## src/rtl/pipe_pkg.sv

```systemverilog
// Shared pipeline definitions: decoder control bundle layout, NOP bundle and
// instruction-type / branch-mode encodings. All enables in the bundle are
// active-low (0 = asserted).
package pipe_pkg;

   localparam int CTRL_W = 20;

   localparam logic [1:0] ITYPE_R   = 2'b00;
   localparam logic [1:0] ITYPE_MEM = 2'b01;
   localparam logic [1:0] ITYPE_IMM = 2'b10;
   localparam logic [1:0] ITYPE_BR  = 2'b11;
   localparam logic [1:0] BR_NONE   = 2'b11;

   // Field order is MSB first; bit offsets follow from the packing:
   // alu_op[19] alu_src[18] reg_write1_en[17] reg_write2_en[16]
   // write2_add_mux[15] mem_to_reg[14] mem_write_en[13] instr_type[12:11]
   // halt[10] alu_function[9:6] branch_mode[5:4] byte_op[3] pad[2:0]
   typedef struct packed {
      logic       alu_op;
      logic       alu_src;
      logic       reg_write1_en;
      logic       reg_write2_en;
      logic       write2_add_mux;
      logic       mem_to_reg;
      logic       mem_write_en;
      logic [1:0] instr_type;
      logic       halt;
      logic [3:0] alu_function;
      logic [1:0] branch_mode;
      logic       byte_op;
      logic [2:0] pad;
   } ctrl_t;

   localparam ctrl_t NOP_CTRL = '{
      alu_op:         1'b0,
      alu_src:        1'b0,
      reg_write1_en:  1'b1,
      reg_write2_en:  1'b1,
      write2_add_mux: 1'b0,
      mem_to_reg:     1'b1,
      mem_write_en:   1'b1,
      instr_type:     ITYPE_BR,
      halt:           1'b1,
      alu_function:   4'b0000,
      branch_mode:    BR_NONE,
      byte_op:        1'b1,
      pad:            3'b000
   };

   // A load is a memory-type instruction that writes its rt destination.
   function automatic logic is_load(input ctrl_t c);
      return (c.instr_type == ITYPE_MEM) && !c.reg_write2_en;
   endfunction

endpackage

```

## src/rtl/hazard_detect.sv

```systemverilog
// Load-use hazard detection for the ID/EX boundary. Purely combinational:
// raises stall_o when the load sitting in EX targets a register the ID
// instruction reads. Suppressed by a flush (ID instr is dead anyway), by a
// pending halt (upstream already frozen) and while in reset.
module hazard_detect import pipe_pkg::*; #(
   parameter int REG_AW = 4
) (
   input  logic              reset_n,
   input  ctrl_t             ex_ctrl_i,
   input  logic [REG_AW-1:0] ex_rt_i,
   input  logic [REG_AW-1:0] id_rs_i,
   input  logic [REG_AW-1:0] id_rt_i,
   input  logic              flush_i,
   input  logic              halt_pend_i,
   output logic              stall_o
);

   // Compare the EX load destination against both ID source addresses.
   always_comb begin
      stall_o = reset_n && is_load(ex_ctrl_i)
                && ((ex_rt_i == id_rs_i) || (ex_rt_i == id_rt_i))
                && !flush_i && !halt_pend_i;
   end

endmodule

```

## src/rtl/id_ex_stage_reg.sv

```systemverilog
// ID/EX pipeline register: captures the decoder bundle and operands, inserts
// bubbles for flush / load-use stall / halt drain, and sequences halt.
//
//  state      | meaning
//  -----------+---------------------------------------------------------
//  ST_RUN     | normal capture, halt not seen
//  ST_DRAIN   | halt passed to EX, cnt_q counts down, bubbles inserted
//  ST_HALTED  | pipeline drained, halted_o=1, ex_ctrl held NOP until reset
module id_ex_stage_reg import pipe_pkg::*; #(
   parameter int DATA_W    = 16,
   parameter int REG_AW    = 4,
   parameter int DRAIN_CYC = 3
) (
   input  logic              clk,
   input  logic              reset_n,
   input  logic [CTRL_W-1:0] id_ctrl,
   input  logic [REG_AW-1:0] id_rs,
   input  logic [REG_AW-1:0] id_rt,
   input  logic [DATA_W-1:0] id_rd1,
   input  logic [DATA_W-1:0] id_rd2,
   input  logic [DATA_W-1:0] id_imm,
   input  logic [DATA_W-1:0] id_pc,
   input  logic              flush_i,
   output logic [CTRL_W-1:0] ex_ctrl,
   output logic [REG_AW-1:0] ex_rs,
   output logic [REG_AW-1:0] ex_rt,
   output logic [DATA_W-1:0] ex_rd1,
   output logic [DATA_W-1:0] ex_rd2,
   output logic [DATA_W-1:0] ex_imm,
   output logic [DATA_W-1:0] ex_pc,
   output logic              stall_o,
   output logic              halted_o
);

   localparam int CNT_W = (DRAIN_CYC < 1) ? 1 : $clog2(DRAIN_CYC + 1);

   localparam logic [1:0] ST_RUN    = 2'b00;
   localparam logic [1:0] ST_DRAIN  = 2'b01;
   localparam logic [1:0] ST_HALTED = 2'b10;

   ctrl_t             id_c;
   ctrl_t             ctrl_q, ctrl_d;
   logic [REG_AW-1:0] rs_q, rs_d, rt_q, rt_d;
   logic [DATA_W-1:0] rd1_q, rd1_d, rd2_q, rd2_d;
   logic [DATA_W-1:0] imm_q, imm_d, pc_q, pc_d;
   logic [1:0]        state_q, state_d;
   logic [CNT_W-1:0]  cnt_q, cnt_d;
   logic              halt_pend;
   logic              stall;

   assign id_c      = ctrl_t'(id_ctrl);
   // HALTED keeps halt_pend high so upstream stays frozen and bubbles continue.
   assign halt_pend = (state_q != ST_RUN);

   hazard_detect #(
      .REG_AW (REG_AW)
   ) u_hazard_detect (
      .reset_n     (reset_n),
      .ex_ctrl_i   (ctrl_q),
      .ex_rt_i     (rt_q),
      .id_rs_i     (id_rs),
      .id_rt_i     (id_rt),
      .flush_i     (flush_i),
      .halt_pend_i (halt_pend),
      .stall_o     (stall)
   );

   // Next-state: flush > stall > halt bubble > capture, plus drain countdown.
   always_comb begin
      ctrl_d  = ctrl_q;
      rs_d    = rs_q;
      rt_d    = rt_q;
      rd1_d   = rd1_q;
      rd2_d   = rd2_q;
      imm_d   = imm_q;
      pc_d    = pc_q;
      state_d = state_q;
      cnt_d   = cnt_q;

      if (flush_i) begin
         ctrl_d = NOP_CTRL;
         rs_d   = '0;
         rt_d   = '0;
         rd1_d  = '0;
         rd2_d  = '0;
         imm_d  = '0;
         pc_d   = '0;
      end else if (stall || halt_pend) begin
         // Operands are left as they were; a NOP ignores them.
         ctrl_d = NOP_CTRL;
      end else begin
         ctrl_d = id_c;
         rs_d   = id_rs;
         rt_d   = id_rt;
         rd1_d  = id_rd1;
         rd2_d  = id_rd2;
         imm_d  = id_imm;
         pc_d   = id_pc;
         if (!id_c.halt) begin
            state_d = ST_DRAIN;
            cnt_d   = CNT_W'(DRAIN_CYC);
         end
      end

      if (state_q == ST_DRAIN) begin
         if (cnt_q == '0) begin
            state_d = ST_HALTED;
         end else begin
            cnt_d = cnt_q - CNT_W'(1);
         end
      end
   end

   // Register update with synchronous active-low reset.
   always_ff @(posedge clk) begin
      if (!reset_n) begin
         ctrl_q  <= NOP_CTRL;
         rs_q    <= '0;
         rt_q    <= '0;
         rd1_q   <= '0;
         rd2_q   <= '0;
         imm_q   <= '0;
         pc_q    <= '0;
         state_q <= ST_RUN;
         cnt_q   <= '0;
      end else begin
         ctrl_q  <= ctrl_d;
         rs_q    <= rs_d;
         rt_q    <= rt_d;
         rd1_q   <= rd1_d;
         rd2_q   <= rd2_d;
         imm_q   <= imm_d;
         pc_q    <= pc_d;
         state_q <= state_d;
         cnt_q   <= cnt_d;
      end
   end

   assign ex_ctrl  = ctrl_q;
   assign ex_rs    = rs_q;
   assign ex_rt    = rt_q;
   assign ex_rd1   = rd1_q;
   assign ex_rd2   = rd2_q;
   assign ex_imm   = imm_q;
   assign ex_pc    = pc_q;
   assign stall_o  = stall;
   assign halted_o = (state_q == ST_HALTED);

endmodule

```

## config.mk

```make
export PLATFORM = sky130hd
export DESIGN_NAME = id_ex_stage_reg
export DESIGN_NICKNAME = d
export VERILOG_FILES = /design/src/rtl/pipe_pkg.sv /design/src/rtl/hazard_detect.sv /design/src/rtl/id_ex_stage_reg.sv
export SDC_FILE = /design/constraint.sdc
export NUM_CORES = 1
export LEC_CHECK = 0
export CAP_MARGIN = 20
export CORE_MARGIN = 10
export CORE_UTILIZATION = 25
export CTS_CLUSTER_DIAMETER = 100
export DETAILED_ROUTE_END_ITERATION = 16
export DONT_BUFFER_PORTS = 1
export GPL_TIMING_DRIVEN = 0
export PLACE_DENSITY = 0.49
export SYNTH_ARGS = -nofsm -noshare
export SYNTH_HDL_FRONTEND = slang
export SYNTH_SLANG_ARGS = --single-unit
```

## constraint.sdc

```tcl
create_clock -name clk -period 3.3 [get_ports clk]
set_input_delay 0.66 -clock clk [delete_from_list [all_inputs] [get_ports clk]]
set_output_delay 0.66 -clock clk [all_outputs]
set_load 0.02 [all_outputs]
```

# Word-level counts from Yosys, hierarchy flattened
# Index checks and enable logic that the tools add are counted.
classes:
  bitwise: 1
  n_eq_ne: 5
  mux: 10
  reduce_logical: 14
  add_sub_neg: 1
op_table:
  columns: ["operator", "n"]
  rows:
  - ["$mux 2", 10]
  - ["$eq 4x4->1", 2]
  - ["$logic_and 1x1->1", 5]
  - ["$eq 2x1->1 const B", 2]
  - ["$logic_not 1->1", 3]
  - ["$reduce_or 3->1", 1]
  - ["$eq 2x2->1 const B", 1]
  - ["$logic_not 2->1", 1]
  - ["$logic_or 1x1->1", 2]
  - ["$reduce_bool 2->1", 1]
  - ["$reduce_or 2->1", 1]
  - ["$sub 2x1->2 const B", 1]
  - ["$not 1->1", 1]
totals:
  elab_cells: 52
  register_bits: 96

# Depth between registers and ports, before layout
# Gate-level depths: netlist of the first run.
logic_depth:
  word_depth: 11
  mapped_depth: 7

# By module
# Synthesis of the first run repeated with hierarchy kept, for this count alone.
hier_totals:
  hier_cells: 392
  hier_area_um2: 3281.9
modules_own_cells:
  columns: ["mod", "n_inst", "seq_area_each_um2", "area_each_um2", "cells_each"]
  rows:
  - ["id_ex_stage_reg", 1, 1921.8, 3180.6, 378]
  - ["hazard_detect", 1, 0.0, 101.3, 14]

# Worst setup path after synthesis of the first run
# OpenSTA, ideal clock, no wires.
synth_timing:
  kind: "input to output"
  start: "input id_rt[3]"
  end: "output stall_o"
  slack_ns: 0.720
  arrival_time_ns: 1.920
  path_stages: 6
  n_path_buf: 2
  path_cell_list: "xnor2_1 -> nand4_1 -> buf_2 -> a21o_1 -> clkbuf_1 -> nor3_1"
synth_between:
  elab_chain_len: 5
synth_rtl:
  columns: ["element", "line", "text"]
  rows:
  - ["start, declared", "id_ex_stage_reg.sv:18", "input logic [REG_AW-1:0] id_rt,"]
  - ["$eq 4x4->1", "hazard_detect.sv:21", "&& ((ex_rt_i == id_rs_i) || (ex_rt_i == id_rt_i))"]
  - ["$logic_or 1x1->1", "hazard_detect.sv:21", null]
  - ["$logic_and 1x1->1", "hazard_detect.sv:21", null]
  - ["$logic_and 1x1->1 (2 in series)", "hazard_detect.sv:22", "&& !flush_i && !halt_pend_i;"]
  - ["end, declared", "id_ex_stage_reg.sv:31", "output logic stall_o,"]
# Every way passes these cells.

# Worst setup path after layout of the first run
layout_timing:
  start: "register rt_q[0], in the netlist ex_rt[0]"
  end: "output stall_o"
layout_between:
  elab_chain_len: 5
  word_cells_on_any_way: 6
layout_rtl:
  columns: ["element", "line", "text"]
  rows:
  - ["start, declared", "id_ex_stage_reg.sv:43", "logic [REG_AW-1:0] rs_q, rs_d, rt_q, rt_d;"]
  - ["start signal, assigned", "id_ex_stage_reg.sv:129", "rt_q <= rt_d;"]
  - ["$eq 4x4->1", "hazard_detect.sv:21", null]
  - ["$logic_or 1x1->1 (*)", "hazard_detect.sv:21", null]
  - ["$logic_and 1x1->1 (*)", "hazard_detect.sv:21", null]
  - ["$logic_and 1x1->1 (*) (2 in series)", "hazard_detect.sv:22", null]
# Every way passes the cells marked *; elsewhere a longest branch is shown, timed or not.

==> results of run 1 <==
[layout by cell type (no fill, tap or decap), types with 3 or more instances in the layout]
cell and n:
dfxtp_1 96, nand4_1 74, nand3_1 73, o2111ai_1 72, a22oi_1 72, clkbuf_1 47
buf_2 13, and3_1 11, or3_1 9, clkbuf_16 9, buf_6 8, xnor2_1 8
buf_1 7, nor2_1 5, o21ai_0 4, inv_6 4, diode_2 3, nor2b_1 3
nand2b_1 3
[Yosys cell counts, types with 2 or more instances]
cell type,count
or3_1,9
nand4_1,74
dfxtp_1,96
o2111ai_1,72
clkbuf_1,47
nor2b_1,3
nand2_1,2
buf_2,13
nand2b_1,3
nor2_1,5
and4_1,2
buf_1,7
nand3_1,73
xnor2_1,8
a21oi_1,2
o21ai_0,4
buf_6,8
and3_1,11
a22oi_1,72
[per-stage QoR]
step                total power, W  hold slack [ns]  instance area, µm²
finish                     0.00302            0.404                5280
CTS                        0.00306            0.388                5280
global placement           0.00192            0.523                4960
floorplan                  0.00178            0.498                4680
global route               0.00317            0.385                5280
detailed placement         0.00194            0.537                4960
[flip-flops by register name (all words and copies together) (netlist names)]
| name | flops |
|---|---|
| cnt_q | 2 |
| ex_ctrl | 20 |
| ex_imm | 16 |
| ex_pc | 16 |
| ex_rd1 | 16 |
| ex_rd2 | 16 |
| ex_rs | 4 |
| ex_rt | 4 |
| state_q | 2 |
[where the power goes]
group	internal (W)	switching, W	total, W
Clock	0.000604	0.000509	0.00111
Combinational	0.000137	0.000254	0.000390
Sequential	0.00127	0.000250	0.00152
Total	0.00201	0.00101	0.00302
[cell families after synthesis]
kind of cell | synth area share
buf+inv | 0.0773
simple gates | 0.232
xor+xnor | 0.0150
compound gates | 0.264
flops | 0.411
[cell type report]
| type | instances | area (µm²) | share of cell area |
|---|---|---|---|
| antenna | 3 | 7.51 | 0.00142 |
| buffer | 75 | 358 | 0.0677 |
| clock buffer | 9 | 225 | 0.0426 |
| clock inverter | 7 | 81.3 | 0.0154 |
| inverter | 1 | 3.75 | 0.000711 |
| multi-input combinational | 349 | 2400 | 0.454 |
| sequential | 96 | 1920 | 0.364 |
| tap | 229 | 287 | 0.0542 |
[layer usage]
metal,GRT usage,vias to the layer above
met3,0.0754,32
met4,0.0530,0
met2,0.235,259
met1,0.173,2332
li1,-,2177
met5,0,-
[critical path, delay by kind of cell, from the launching register on]
kind	cells	cell delay [ns]
and+or+nand+nor	2	0.55
buffers and inverters	2	0.48
DFF	1	0.61
xor gates and xnor gates	1	0.19
AOI/OAI and AO/OA	1	0.24
[worst max-delay path by stage]
stage | cells past startpoint | end | from
floorplan | 6 | stall_o | id_rt[3]
global placement | 6 | stall_o | id_rs[3]
detailed placement | 6 | stall_o | id_rt[2]
CTS | 6 | stall_o | ex_rt[3]$_SDFFE_PP0N_
global route | 6 | stall_o | ex_rt[1]$_SDFFE_PP0N_
finish | 6 | stall_o | ex_rt[0]$_SDFFE_PP0N_
==> Implementation_results.wiki, run 1 <==
{| class="wikitable"
! Metric !! Value
|-
| Result of the run || finished clean
|-
| Inserted Clock Buffers || 9
|-
| Sum of routed wire segments on met1 || around 7.5 mm
|-
| Synthesized area per cell || around 9.0 µm²
|-
| Synth unique cells || 29
|-
| Post-layout util || 0.290
|-
| Total GRT Usage || 0.150
|-
| Post-CTS Setup Bufs || 0
|-
| Area of the mapped netlist || ~4700 µm²
|-
| Final Hold Vio Count || 0
|-
| Vertical die dimension || 157 µm
|-
| Data arrival at the endpoint of the critical path || between 2 and 2.5 ns
|-
| Type of the worst min-delay path || in2reg
|-
| Fillers || about 1900
|-
| Maximum single-stage delay on the critical path || between 0.6 and 0.7 ns
|-
| Half-perimeter wire length of the detailed placement result || about 14 mm
|-
| Number of storage elements in the synthesis netlist || 96
|-
| CP Capture Type || primary output
|-
| Share of flip-flops with an asynchronous set or reset after synthesis || 0
|-
| Required time reported for the critical path endpoint || between 2 and 3 ns
|-
| Sequential element share of the synthesized area || 0.411
|-
| Fraction of layout instances using a drive strength above 1 || 0.0764
|-
| Max VDD drop || 0.249 mV
|-
| Max Cap Violations || 0
|-
| Total iterations of the first detailed-routing run || 5
|-
| Total leakage power || ~1.8 nW
|-
| Master of the slowest instance on the critical path || dfxtp_1
|-
| Final antenna-violating net count || 0
|-
| Cell depth of the worst hold path || 1
|-
| Clock sinks || 96
|-
| Worst Setup Start Kind || flip-flop
|-
| TritonCTS clock tree || done
|-
| Iter 0 DRT Violations || ~330
|-
| Total setup violations reported at the end of the flow || 0
|-
| Core ar. || about 18000 µm²
|-
| Residual overflow from global routing || 0
|-
| Average wire per cell in the routed design || between 20 and 30 µm
|-
| Number of enable flip-flop cells after synthesis || 0
|-
| Maximum buffer depth of the clock tree || 2
|-
| GP Congestion || 0.827
|-
| Capture endpoint of the worst hold path || ex_ctrl[16]$_SDFF_PP1_
|-
| Via count || 4800
|-
| Starting Density || 0.257
|-
| Number of cell instances on the worst register-to-register path || 6
|-
| Initial antenna violation count || 3
|-
| Reg2reg start || ex_rt[0]$_SDFFE_PP0N_
|-
| Worst Skew || around 0.012 ns
|-
| Worst slew margin relative to its limit || 0.260
|-
| Post-cts gate resize count || 1
|-
| Largest cells by area after synthesis || dfxtp_1, o2111ai_1, a22oi_1
|-
| Number of global-route vias before repair || roughly 4700
|-
| Beginning of the worst hold path || id_ctrl[16]
|-
| Met2 layer wire length in the routed design || a little under 9 mm
|-
| Max FO, Critical Path || 10
|-
| Proportion of netlist area held by the largest area contributor || 0.411
|-
| Post-cts hold buffer count || 0
|-
| Number of cell rows || 49
|-
| Number of cells in the design after placement || 750
|-
| Number of non-filler instances in the completed layout || around 770
|-
| Average vias per placed instance || around 6.2
|-
| Largest area contributor in the synthesized netlist || dfxtp_1
|-
| Worst slack at placement || between 0.2 and 0.25 ns
|-
| Ports placed on the boundary || ~190
|-
| Yosys warns || 0
|-
| Cell chosen for the clock root || clkbuf_16
|-
| Setup repair after global routing missed its margin || false
|-
| Worst path cell trace || xnor2_1, nand4_1, buf_2, a21o_1, clkbuf_1, nor3_2
|-
| Detailed Route WL || between 15 and 20 mm
|-
| Number of standard cells after synthesis || 521
|-
| Net count, final || between 600 and 700
|-
| Source-to-sink clock delay at the later pin of the worst-skew pair || 0.35 ns
|-
| I/O Buffers || 0
|-
| Chip Width || ~160 µm
|-
| Detail Route met3 WL || roughly 2.5 mm
|-
| Largest net degree at the start of global routing || 19
|-
| Critical R2R Capture || ex_rs[1]$_SDFFE_PP0N_
|-
| Power density cells || between 500 and 600 nW/µm²
|-
| Layout overhead on the synthesized area || 12.9%
|-
| Dominant register cell in the synthesized netlist || dfxtp_1
|-
| Internal reg-to-reg setup slack || ~0.97 ns
|-
| Global-route wire length before repair || ~29 mm
|-
| Clock period minus final worst setup slack || about 3 ns
|-
| Max Transition Viols Final || 0
|-
| Top achievable clock speed || about 0.32 GHz
|-
| Setup TNS || 0 ns
|-
| Remaining routing DRC violations || 0
|-
| Post-route clock period utilization || 0.935
|-
| Transition time at the pin with the least slew margin || ~1.1 ns
|-
| Worst path setup slack after routing || 0.214 ns
|-
| WS Path Type || reg2out
|-
| Clock transition at path regs || roughly 0.080 ns
|-
| Total nets after synthesis || between 600 and 700
|-
| Area of the die || about 25000 µm²
|-
| Number of levels the H-tree was split into || 3
|-
| Top routing layer in use || met4
|}
Power figures use the tool's default switching activity.
==> run 2, diff against run 1 <==
--- a/config.mk
+++ b/config.mk
@@ -10,9 +10,8 @@
 export CORE_UTILIZATION = 25
 export CTS_CLUSTER_DIAMETER = 100
 export DETAILED_ROUTE_END_ITERATION = 16
-export DONT_BUFFER_PORTS = 1
 export GPL_TIMING_DRIVEN = 0
-export PLACE_DENSITY = 0.49
+export PLACE_DENSITY = 0.62
 export SYNTH_ARGS = -nofsm -noshare
 export SYNTH_HDL_FRONTEND = slang
 export SYNTH_SLANG_ARGS = --single-unit
==> run 2 against run 1 <==
  * Utilization increased by 11 points
  * Sequential share of layout area is 9.7 points lower
  * Routed wire length increased by 1.8%
  * Largest cell class unchanged
==> Implementation_results.wiki, run 2 (same netlist as run 1, synthesis figures left out) <==
{| class="wikitable"
! Metric !! Value
|-
| Vertical die dimension || 157 µm (unchanged)
|-
| Worst slack at placement || -0.620 ns (-0.849 ns)
|-
| Critical R2R Capture || ex_rd2[7]$_SDFFE_PP0N_
|-
| Cell area after layout || 7210 µm² (+37%)
|-
| Fillers || 1853 (-3.3%)
|-
| Net count, final || 815 (+30%)
|-
| Post-layout util || 0.396 (+0.106)
|-
| Clock sinks || 96 (unchanged)
|-
| Top routing layer in use || met4
|-
| Met2 layer wire length in the routed design || 9.11 mm (+1.8%)
|-
| Cell depth of the worst hold path || 2 (+1)
|-
| Worst slew margin relative to its limit || 0.276 (+0.0165)
|-
| Fraction of layout instances using a drive strength above 1 || 0.0621 (-0.0143)
|-
| Layout overhead on the synthesized area || 54.2%
|-
| Number of cell rows || 49 (unchanged)
|-
| Starting Density || 0.257 (unchanged)
|-
| Max FO, Critical Path || 12 (+2)
|-
| Total iterations of the first detailed-routing run || 4 (-1)
|-
| Final antenna-violating net count || 0 (unchanged)
|-
| Clock transition at path regs || 0.07 ns (about the same)
|-
| Total inserted antenna cells || 0 (-3)
|-
| Average vias per placed instance || 5.66 (-9.2%)
|-
| Iter 0 DRT Violations || 279 (-14%)
|-
| Internal reg-to-reg setup slack || 1.14 ns (+0.17 ns)
|-
| Max Transition Viols Final || 0 (unchanged)
|-
| Average wire per cell in the routed design || 20.7 µm (-18%)
|-
| Most frequent cells in the layout || clkdlybuf4s50_1, dfxtp_1, nand4_1, nand3_1
|-
| Capture endpoint of the worst hold path || ex_rs[2]$_SDFFE_PP0N_
|-
| Max Cap Violations || 0 (unchanged)
|-
| Global-route wire length before repair || 30.1 mm (+4.4%)
|-
| Largest net degree at the start of global routing || 18 (-1)
|-
| TritonCTS clock tree || done
|-
| Type of the worst min-delay path || reg2reg
|-
| Max VDD drop || 0.226 mV (-9.4%)
|-
| Reg2reg start || state_q[1]$_SDFF_PN0_
|-
| Inserted Clock Buffers || 9 (unchanged)
|-
| Transition time at the pin with the least slew margin || 1.08 ns (-0.0247 ns)
|-
| Ports placed on the boundary || 189 (unchanged)
|-
| Post-route clock period utilization || 0.959 (+0.0234)
|-
| Placement Cell Area || 6850 µm² (+38%)
|-
| Top achievable clock speed || 0.316 GHz (-2.4%)
|-
| Number of global-route vias before repair || 5247 (+11%)
|-
| Detailed Route WL || 19.7 mm (+1.8%)
|-
| Result of the run || finished clean
|-
| I/O Buffers || 188 (+188)
|-
| WS Path Type || in2out
|-
| Number of levels the H-tree was split into || 3 (unchanged)
|-
| Register area || 1920 µm² (unchanged)
|-
| Total leakage power || 2.55 nW (+41%)
|-
| Residual overflow from global routing || 0 (unchanged)
|-
| Number of cell instances on the worst register-to-register path || 5 (-1)
|-
| Largest register FFs || 20 (unchanged)
|-
| Final Hold Vio Count || 0 (unchanged)
|-
| Post-layout total power || 0.00342 W (+13%)
|-
| Worst Skew || 0.00851 ns (-0.00329 ns)
|-
| Data arrival at the endpoint of the critical path || 2.50 ns (+0.07 ns)
|-
| Worst Setup Start Kind || primary input
|-
| Sum of routed wire segments on met1 || 8.69 mm (+16%)
|-
| CP Capture Type || primary output
|-
| Chip Width || 157 µm (unchanged)
|-
| Detail Route met3 WL || 1.60 mm (-36%)
|-
| Via count || 5404 (+13%)
|-
| Area of the die || 24600 µm² (unchanged)
|-
| Source-to-sink clock delay at the later pin of the worst-skew pair || 0.35 ns (about the same)
|-
| Total setup violations reported at the end of the flow || 0 (unchanged)
|-
| Required time reported for the critical path endpoint || 2.64 ns (about the same)
|-
| Beginning of the worst hold path || ex_rs[2]$_SDFFE_PP0N_
|-
| Core ar. || 18200 µm² (unchanged)
|-
| Cell chosen for the clock root || clkbuf_16
|-
| Total GRT Usage || 0.152 (+0.00189)
|-
| Clock period minus final worst setup slack || 3.16 ns (+0.0773 ns)
|-
| Setup repair after global routing missed its margin || false
|-
| Power density cells || 473 nW/µm² (-17%)
|-
| Remaining routing DRC violations || 0 (unchanged)
|-
| Multi-input gate area in the final layout || 2420 µm² (+0.73%)
|-
| Initial antenna violation count || 0 (-3)
|-
| Leading cell type in the layout, fill and taps excluded || clkdlybuf4s50_1
|-
| Worst path setup slack after routing || 0.137 ns (-0.0773 ns)
|-
| Half-perimeter wire length of the detailed placement result || 13.6 mm (-2.3%)
|-
| Setup TNS || 0 ns (unchanged)
|-
| GP Congestion || 0.755 (-8.7%)
|-
| Maximum buffer depth of the clock tree || 2 (unchanged)
|}
## run 2: changes by cell type in the layout (fill, tap and decap cells not counted), moves of 2 or more
cell | before | now
buf_2 | 13 | 10
buf_4 | 0 | 2
buf_6 | 8 | 10
clkdlybuf4s50_1 | 0 | 187
diode_2 | 3 | 0
xnor2_1 | 8 | 6
xnor2_2 | 0 | 2
## run 2: per-layer routing
layer  vias to the layer above  track usage
met5                         -            0
met4                         0       0.0494
met3                        23       0.0414
met2                       244        0.232
met1                      2592        0.202
li1                       2545            -
## run 2: worst max path at each step
stage,start,to
3_3_place_gp,reset_n,stall_o
2_1_floorplan,id_rt[3],stall_o
3_5_place_dp,reset_n,stall_o
4_1_cts,id_rt[3],stall_o
5_1_grt,id_rt[3],stall_o
6_report,id_rt[3],stall_o
## run 2: per-stage QoR
stage / hold WS (ns) / instances
2_1_floorplan: 0.498 / 521
3_3_place_gp: 0.488 / 938
3_5_place_dp: 0.498 / 938
4_1_cts: 0.510 / 953
5_1_grt: 0.531 / 954
6_report: 0.507 / 954
## run 2: layout make-up
class,instances,share of cell area
buffer,74,0.0512
clock buffer,9,0.0312
clock inverter,7,0.0139
inverter,1,0.000520
multi-input combinational,349,0.335
sequential,96,0.266
tap,229,0.0397
timing repair buffer,189,0.262
## run 2: repair_timing
item                       in CTS  in global routing
setup buffers                   0                  1
setup endpoints to repair       1                  1
resized for setup               6                  9
pin swaps                       0                  1
hold buffers                    0                  0
## run 2: critical path, cell delays in order
cell,delay [ns]
clkdlybuf4s50_1,0.47
xnor2_1,0.22
nand4_1,0.16
buf_4,0.24
a21o_4,0.29
nor3_1,0.15
clkdlybuf4s15_2,0.29
## run 2: where the power goes
part           switching (W)  internal (W)  leakage, nW
registers          0.0000913       0.00127        0.793
clock network       0.000507      0.000675        0.161
logic               0.000467      0.000406         1.59
==> run 3, diff against run 2 <==
--- a/config.mk
+++ b/config.mk
@@ -7,11 +7,11 @@
 export LEC_CHECK = 0
 export CAP_MARGIN = 20
 export CORE_MARGIN = 10
-export CORE_UTILIZATION = 25
+export CORE_UTILIZATION = 47
 export CTS_CLUSTER_DIAMETER = 100
 export DETAILED_ROUTE_END_ITERATION = 16
 export GPL_TIMING_DRIVEN = 0
-export PLACE_DENSITY = 0.62
+export PLACE_DENSITY = 0.95
 export SYNTH_ARGS = -nofsm -noshare
 export SYNTH_HDL_FRONTEND = slang
 export SYNTH_SLANG_ARGS = --single-unit
==> run 3 against run 2 <==
  * Register-to-register slack gained 0.03 ns
  * Total power shrank 11%
  * Routed wire length shrank 11%
  * Largest cell class unchanged
  * Global-route usage grew 8.2 points
  * Die area shrank 42%
  * Via count grew 3.3%
  * First-iteration DRC count grew to 2.7 times the previous value
  * Final cell count shrank 10%
  * Sequential share of layout area grew 0.91 points
  * Maximum frequency grew 0.96%
==> Implementation_results.wiki, run 3 (same netlist as run 1, synthesis figures left out) <==
{| class="wikitable"
! Metric !! Value
|-
| Net switching power || 0.000967 W (-9.3%)
|-
| Largest register FFs || 20 (unchanged)
|-
| I/O Buffers || 188 (unchanged)
|-
| Worst Setup Start Kind || primary input
|-
| WS Path Type || in2out
|-
| Layout overhead on the synthesized area || 49.1%
|-
| Average wire per cell in the routed design || 20.6 µm (-0.47%)
|-
| Remaining routing DRC violations || 0 (unchanged)
|-
| Max Transition Viols Final || 0 (unchanged)
|-
| Top achievable clock speed || 0.319 GHz (+0.96%)
|-
| Power density cells || 438 nW/µm² (-7.6%)
|-
| Source-to-sink clock delay at the later pin of the worst-skew pair || 0.36 ns (about the same)
|-
| Maximum buffer depth of the clock tree || 2 (unchanged)
|-
| Worst slew margin relative to its limit || 0.440 (+0.164)
|-
| Via count || 5581 (+3.3%)
|-
| Internal Pwr Total || 0.00209 W (-11%)
|-
| CP Capture Type || primary output
|-
| Inserted Clock Buffers || 9 (unchanged)
|-
| Data arrival at the endpoint of the critical path || 2.47 ns (-0.03 ns)
|-
| Clock transition at path regs || 0.09 ns (+0.02 ns)
|-
| Final Hold Vio Count || 0 (unchanged)
|-
| Iter 0 DRT Violations || 740 (+170%)
|-
| Largest delay contributor family on the critical path || buffers and inverters
|-
| Final antenna-violating net count || 0 (unchanged)
|-
| Clock sinks || 96 (unchanged)
|-
| Cell chosen for the clock root || clkbuf_8
|-
| Post-layout util || 0.717 (+0.321)
|-
| Number of buffer and inverter instances along the worst setup path || 3 (unchanged)
|-
| Setup repair after global routing missed its margin || false
|-
| Max VDD drop || 0.225 mV (-0.17%)
|-
| Transition time at the pin with the least slew margin || 0.835 ns (-0.244 ns)
|-
| Net switching fraction of the power || 0.317 (+0.00482)
|-
| TritonCTS clock tree || done
|-
| Max Cap Violations || 0 (unchanged)
|-
| Ports placed on the boundary || 189 (unchanged)
|-
| Worst path setup slack after routing || 0.167 ns (+0.0301 ns)
|-
| Portion of total power attributed to the clock network || 0.271 (-0.075)
|-
| Post-cts gate resize count || 6 (unchanged)
|-
| Result of the run || finished clean
|-
| Cell area after layout || 6970 µm² (-3.3%)
|-
| Total GRT Usage || 0.234 (+0.0822)
|-
| Core ar. || 9730 µm² (-47%)
|-
| Post-cts hold buffer count || 0 (unchanged)
|-
| Initial antenna violation count || 0 (unchanged)
|-
| GP Congestion || 0.894 (+18%)
|-
| Residual overflow from global routing || 0 (unchanged)
|-
| Total setup violations reported at the end of the flow || 0 (unchanged)
|-
| Half-perimeter wire length of the detailed placement result || 12.6 mm (-7.1%)
|-
| Worst slack at placement || -0.379 ns (+0.241 ns)
|-
| Vertical die dimension || 120 µm (-24%)
|-
| Master of the slowest instance on the critical path || clkdlybuf4s50_1
|-
| Total inserted antenna cells || 0 (unchanged)
|-
| Average vias per placed instance || 6.51 (+15%)
|-
| Number of levels the H-tree was split into || 3 (unchanged)
|-
| Leading cell type in the layout, fill and taps excluded || clkdlybuf4s50_1
|-
| Post-route clock period utilization || 0.949 (-0.00913)
|-
| Starting Density || 0.481 (+0.224)
|-
| Worst Skew || 0.00577 ns (-0.00274 ns)
|-
| Placement Cell Area || 6730 µm² (-1.8%)
|-
| Number of global-route vias before repair || 5445 (+3.8%)
|-
| Type of the worst min-delay path || reg2reg
|-
| Total iterations of the first detailed-routing run || 5 (+1)
|-
| Post-CTS Setup Bufs || 0 (unchanged)
|-
| Most frequent cells in the layout || clkdlybuf4s50_1, dfxtp_1, nand4_1, nand3_1
|-
| Chip Width || 120 µm (-24%)
|-
| Area of the die || 14300 µm² (-42%)
|-
| Clock period minus final worst setup slack || 3.13 ns (-0.0301 ns)
|-
| Logic gate share of total power || 0.282 (+0.027)
|-
| Global-route wire length before repair || 28.3 mm (-5.8%)
|-
| Fraction of layout instances using a drive strength above 1 || 0.0622 (+0.0000857)
|-
| Largest net degree at the start of global routing || 16 (-2)
|-
| Setup TNS || 0 ns (unchanged)
|-
| Total leakage power || 2.50 nW (-1.9%)
|-
| Max FO, Critical Path || 12 (unchanged)
|-
| Detailed Route WL || 17.6 mm (-11%)
|-
| Worst path cell trace || clkdlybuf4s50_1, xnor2_1, nand4_1, buf_2, a21o_4, nor3_1, clkdlybuf4s15_2
|-
| Net count, final || 814 (-0.12%)
|-
| Share of total power in sequential cells || 0.447 (+0.049)
|-
| Number of cell rows || 36 (-27%)
|-
| Maximum single-stage delay on the critical path || 0.48 ns (about the same)
|-
| Required time reported for the critical path endpoint || 2.64 ns (about the same)
|}
## run 3: changes by cell type in the layout (fill, tap and decap cells not counted), moves of 2 or more
cell       before  now
clkbuf_8        0   12
buf_6          10    8
buf_2          10   12
inv_6           4    0
clkbuf_16       9    0
## run 3: cell type report
class | count | area (µm²)
repair buffers | 188 | 1890
plain buffers | 74 | 357
inverters | 1 | 3.75
well taps | 133 | 166
clock buffers | 12 | 165
flip-flops and latches | 96 | 1920
clock inverters | 4 | 51.3
multi-input cells | 349 | 2420
fillers | 752 | 2760
## run 3: final timing paths
kind                                               from                 endpoint  slack [ns]  cells past startpoint
worst min-delay path            ex_imm[12]$_SDFFE_PP0N_  ex_imm[12]$_SDFFE_PP0N_        0.51                      2
worst max register to register    ex_rt[0]$_SDFFE_PP0N_   ex_imm[7]$_SDFFE_PP0N_        1.17                      6
worst max-delay path                           id_rt[3]                  stall_o        0.17                      7
worst min register to register  ex_imm[12]$_SDFFE_PP0N_  ex_imm[12]$_SDFFE_PP0N_        0.51                      2
## run 3: routing by layer
| layer | vias up | part of all wire | track usage |
|---|---|---|---|
| met3 | 45 | 0.088 | 0.0647 |
| met2 | 334 | 0.48 | 0.379 |
| met1 | 2660 | 0.40 | 0.289 |
| li1 | 2542 | - | - |
| met4 | 0 | 0.028 | 0.0928 |
| met5 | - | 0 | 0 |
## run 3: power groups by stage
stage               Combinational (W)  Sequential (W)  Clock [W]
finish                       0.000862         0.00136   0.000828
global route                 0.000917         0.00138   0.000888
CTS                          0.000855         0.00136   0.000840
detailed placement           0.000849         0.00138          0
global placement             0.000830         0.00138          0
floorplan                    0.000290         0.00149          0
## run 3: through the flow
| stage | std cells | total power (W) | hold slack (ns) |
|---|---|---|---|
| floorplan | 521 | 0.00178 | 0.498 |
| CTS | 858 | 0.00305 | 0.511 |
| global route | 857 | 0.00318 | 0.537 |
| global placement | 842 | 0.00221 | 0.485 |
| finish | 857 | 0.00305 | 0.508 |
| detailed placement | 842 | 0.00223 | 0.493 |
## run 3: worst reg2reg max path, stage by stage (launching register included)
cell	delay, ns
dfxtp_1	0.49
xnor2_2	0.16
and4_1	0.21
clkbuf_1	0.46
buf_1	0.46
o2111ai_1	0.18
nand3_1	0.11
